==> src/rtl/result_display_pkg.sv <==
// result_display_pkg: seven-segment glyphs and digit-index type shared by the display slice.
package result_display_pkg;
  typedef logic [1:0] digit_idx_t;
  localparam logic [6:0] SEG_BLANK = 7'b1111111;
  localparam logic [6:0] SEG_MINUS = 7'b0111111;
  localparam logic [15:0][6:0] HEX_GLYPH = {
    7'b0001110, 7'b0000110, 7'b0100001, 7'b1000110,
    7'b0000011, 7'b0001000, 7'b0010000, 7'b0000000,
    7'b1111000, 7'b0000010, 7'b0010010, 7'b0011001,
    7'b0110000, 7'b0100100, 7'b1111001, 7'b1000000
  };
endpackage

==> src/rtl/result_display_hex_to_seg.sv <==
// hex_to_seg: 4-bit value to active-low {g..a} glyph.
module hex_to_seg
  import result_display_pkg::*;
(
  input  logic [3:0] value,
  output logic [6:0] glyph
);
  assign glyph = HEX_GLYPH[value];
endmodule

==> src/rtl/result_display.sv <==
// result_display: captures sum/difference on a button edge and scans them onto a 4-digit display.
module result_display
  import result_display_pkg::*;
#(
  parameter int REFRESH_DIV = 100000
) (
  input  logic       clk,
  input  logic       reset,
  input  logic       update,
  input  logic [3:0] plus_in,
  input  logic [3:0] minus_in,
  input  logic       signed_mode,
  output logic [6:0] seg,
  output logic [3:0] an,
  output logic       dp
);
  localparam int CW = (REFRESH_DIV > 2) ? $clog2(REFRESH_DIV) : 1;
  logic s1, s2, s3, load, wrap, neg;
  logic [3:0] plus_q, minus_q, sel, low;
  logic [CW-1:0] cnt;
  digit_idx_t idx;
  logic [6:0] glyph, seg_n;
  logic [3:0] an_n;
  assign dp = 1'b1;
  assign load = s2 & ~s3;
  assign wrap = cnt == CW'(REFRESH_DIV - 1);
  // idx[1] picks the difference pair, idx[0] picks the sign digit of the pair
  always_comb begin
    sel = idx[1] ? minus_q : plus_q;
    neg = signed_mode & sel[3];
    low = neg ? 4'd0 - sel : sel;
    seg_n = idx[0] ? (neg ? SEG_MINUS : SEG_BLANK) : glyph;
    an_n = ~(4'b0001 << idx);
  end
  hex_to_seg u_hex (.value(low), .glyph(glyph));
  always_ff @(posedge clk) begin
    if (reset) begin
      {s1, s2, s3} <= '0;
      plus_q <= '0;
      minus_q <= '0;
      cnt <= '0;
      idx <= '0;
      an <= 4'b1111;
      seg <= SEG_BLANK;
    end else begin
      {s1, s2, s3} <= {update, s1, s2};
      if (load) begin
        plus_q <= plus_in;
        minus_q <= minus_in;
      end
      cnt <= wrap ? '0 : cnt + CW'(1);
      if (wrap) idx <= idx + 2'd1;
      an <= an_n;
      seg <= seg_n;
    end
  end
endmodule

==> config.mk <==
export PLATFORM = sky130hd
export DESIGN_NAME = result_display
export DESIGN_NICKNAME = d
export VERILOG_FILES = /design/src/rtl/result_display_pkg.sv /design/src/rtl/result_display_hex_to_seg.sv /design/src/rtl/result_display.sv
export SDC_FILE = /design/constraint.sdc
export NUM_CORES = 1
export LEC_CHECK = 0
export ABC_AREA = 1
export CAP_MARGIN = 20
export CORE_MARGIN = 2
export CORE_UTILIZATION = 45
export DETAILED_ROUTE_END_ITERATION = 8
export HOLD_SLACK_MARGIN = 0.12
export PLACE_DENSITY = 0.73
export SYNTH_ARGS = -nofsm -noshare
export SYNTH_HDL_FRONTEND = slang
export SYNTH_SLANG_ARGS = --single-unit
export TNS_END_PERCENT = 10
==> constraint.sdc <==
create_clock -name clk -period 5.03 [get_ports clk]
set_input_delay 0.503 -clock clk [delete_from_list [all_inputs] [get_ports clk]]
set_output_delay 0.503 -clock clk [all_outputs]
set_load 0.05 [all_outputs]
==> metrics.txt <==
outcome=completed; clk_lat worst skew=0.29 ns; Fmax achieved=about 440 MHz; TritonCTS clock tree=built; worst hold margin=0.4032 ns; Max Root-Sink Buffers=2; starting density of the core=between 40% and 50%; final period utilization=44.80%; Core Area=about 4400 um2; # port buffers=22; largest family of logic cells by synthesized area=simple AND/OR/NAND/NOR gates; RSZ-0062 raised after global routing=no; WHS Endpoint=s2; H-tree depth=2; syn_nets=approximately 300; top cell type by total area after synthesis=dfxtp_1; Power Density=between 200 and 300 nW/um2; Syn. warnings=0; worst hold path type=reg -> reg; # resized after CTS=0; setup TNS=0 ns; P_sw=~180 uW; final setup fails=0; most common cell after layout, fill and taps aside=nand2_1; FF-to-FF Start=idx[1]; type of origin of the critical path=flop; Synth Area in Compound Gates=7.871%; Setup WS post-layout=2.776 ns; Nets=321; maxcap violations=0; CP max FO=10; DRT iter0 DRCs=122; Final Hold Fails=0; area of the multi-input gates=1087 um2; gpl congestion=approximately 0.90; cts hold-fix bufs=0; mean post-synth cell area=7.567 um2; Buf/Inv on CP=1; CP top delay family=simple AND/OR/NAND/NOR gates; relative slew slack=66.25%; share of cells above drive strength 1=12.79%; adder-cell share of the synthesized area=between 7 and 8%; depth of the most critical reg-to-reg path=11; via count=1678; Unique masters post-synth=30; filler cell count=423; Synth Area in Simple Gates=35.75%; logic gate share of total power=between 10% and 20%; TritonRoute pass-1 iters=5; HPWL Detailed=2770 um; initial antenna violation count=0; Setup Skew=0.002769 ns; clock sink count=41; CTS Buf Count=5; GR Overflow Total=0; Vias/cell=between 4 and 5; most frequent cells in the layout=58 x nand2_1, 41 x dfxtp_1, 35 x nor2_1; Post-Synth XOR/XNOR Area=1.281%; Yosys reg bits=41; crit-path cells=nand2_1 > o21ai_1 > ha_1 > nand3b_1 > nand2_2 > inv_1 > ha_1 > nand2_1 > nand2_1 > nand2_1 > nand3_1; Flop pwr share=48.1%; Die X=71.51 um; Leakage=0.001015 uW; n_diodes=0; Reg clk slew, reported paths=0.08 ns; switching share of power=25.03%; # Post-CTS Setup Buffers=0; worst-margin pin slew=0.5028 ns; critical path's slowest cell=dfxtp_1; largest net degree at the start of global routing=18; Synth Cell Area=2051 um2; drc violations=0; crit path capture type=flop; num rows=24; Post-Place Worst Slack=between 2 and 3 ns; Power Internal=roughly 530 uW; Ports=24; max-slew violations=0; crit path kind=reg -> reg; Avg WL per Cell=about 11 um; R2R setup slack=2.78 ns; cells after synthesis=271; Die ar.=5113 um2; Clock power frac=39.0%; mux cell area share after synthesis=0%; GRT Overall Usage=~16%; critical path required time=around 5.2 ns; Critical Path AT=2.43 ns; die height=71.51 um; Top cell by count, worst path=nand2_1; CTS root buffer=clkbuf_8; vias in the first global route=1568; Max stage delay on crit path=0.53 ns; area grow syn2layout=18.49%; minimum clock period after layout=2.254 ns; ANT nets after route=0; FF-to-FF End=seg[3]; sequential-to-total area share from yosys stat=40.02%; Routed Wire Length=3668 um; Peak VDD IR=0.1985 mV; Min-Delay Startpoint=s1; first-pass GRT wire length=6520 um; synth top area cells=dfxtp_1 40%, nand2_1 11%, ha_1 7.9%; FF+latch area=820.8 um2; area share of the largest cell type after synthesis=between 40% and 50%; Hold Crit Depth=2
-- per-stage QoR --
stage,power [uW],utilization [%],cells,cell area (um2)
5_1_grt,738.4,55.42,349,2430
3_3_place_gp,438.9,52.68,341,2310
6_report,708.1,55.42,349,2430
3_5_place_dp,440.2,52.68,341,2310
4_1_cts,718.5,55.42,349,2430
2_1_floorplan,412.1,-,271,2051
-- cell families (layout without fill, tap and decap cells) --
group / count (synthesis) / count (layout)
simple gates: 147 / 147
flops: 41 / 41
buf+inv: 35 / 61
compound gates: 31 / 31
fa+ha+maj: 13 / 13
xor+xnor: 3 / 3
other cells: 1 / 1
-- cells in the mapped netlist --
cell type  number
ha_1           13
nand2_4         6
nor2_1         35
a21oi_1        12
nand3_1        14
nand3_2         4
buf_4           1
nor2_2          3
nand4_1         5
nand4_2         1
a21boi_0        1
nor3b_1         4
buf_6           1
nand3b_1        1
dfxtp_1        41
conb_1          1
nor2_4          1
nand2_2         8
o21ai_1         5
or2_0           1
inv_2           4
nor3_1          4
xnor2_1         3
nand2_1        58
nor4_2          1
a21oi_2         1
o21ai_0        12
inv_1          27
clkbuf_1        2
or2_2           1
-- worst max path at each step --
| stage | start | endpoint | slack (ns) | cells after the start |
|---|---|---|---|---|
| 2_1_floorplan | idx[1] | seg[3] | 3.02 | 11 |
| 3_3_place_gp | idx[1] | seg[3] | 2.89 | 11 |
| 3_5_place_dp | idx[1] | seg[3] | 2.78 | 11 |
| 4_1_cts | idx[1] | seg[3] | 2.77 | 11 |
| 5_1_grt | idx[1] | seg[3] | 2.52 | 11 |
| 6_report | idx[1] | seg[3] | 2.78 | 11 |
-- layout make-up --
type                    instances  share of cell area, %
clock buffers                   6                  3.399
inverters                      31                  4.789
repair buffers                 22                  9.063
well taps                      52                  2.678
flip-flops and latches         41                  33.78
clock inverters                 2                  1.545
multi-input cells             195                  44.75
-- worst register-to-register path: stages (launching register included) --
cell and delay (ns):
dfxtp_1 0.53, nand2_1 0.09, o21ai_1 0.29, ha_1 0.32
nand3b_1 0.17, nand2_2 0.13, inv_1 0.09, ha_1 0.30
nand2_1 0.07, nand2_1 0.04, nand2_1 0.05, nand3_1 0.07
-- power by group through the flow --
stage	clock network (uW)	logic (uW)	registers [uW]
after floorplan	0	43.9	368
after global placement	0	90.6	348
after detailed placement	0	91.7	349
after CTS	286	92.0	341
after global routing	296	101	342
final	276	91.4	341
-- sequential cells by signal (all words and copies together), names as in the netlist --
| signal | cells |
|---|---|
| an | 4 |
| cnt | 17 |
| idx | 2 |
| minus_q | 4 |
| plus_q | 4 |
| s1 | 1 |
| s2 | 1 |
| s3 | 1 |
| seg | 7 |
-- layer usage --
metal,routed length (um),vias up,track usage [%]
met5,0,-,0
met3,148,5,5.063
met1,1751,730,18.99
li1,-,906,-
met4,60,0,6.709
met2,1707,37,26.65
No activity file was read; power rests on OpenSTA's default activity.
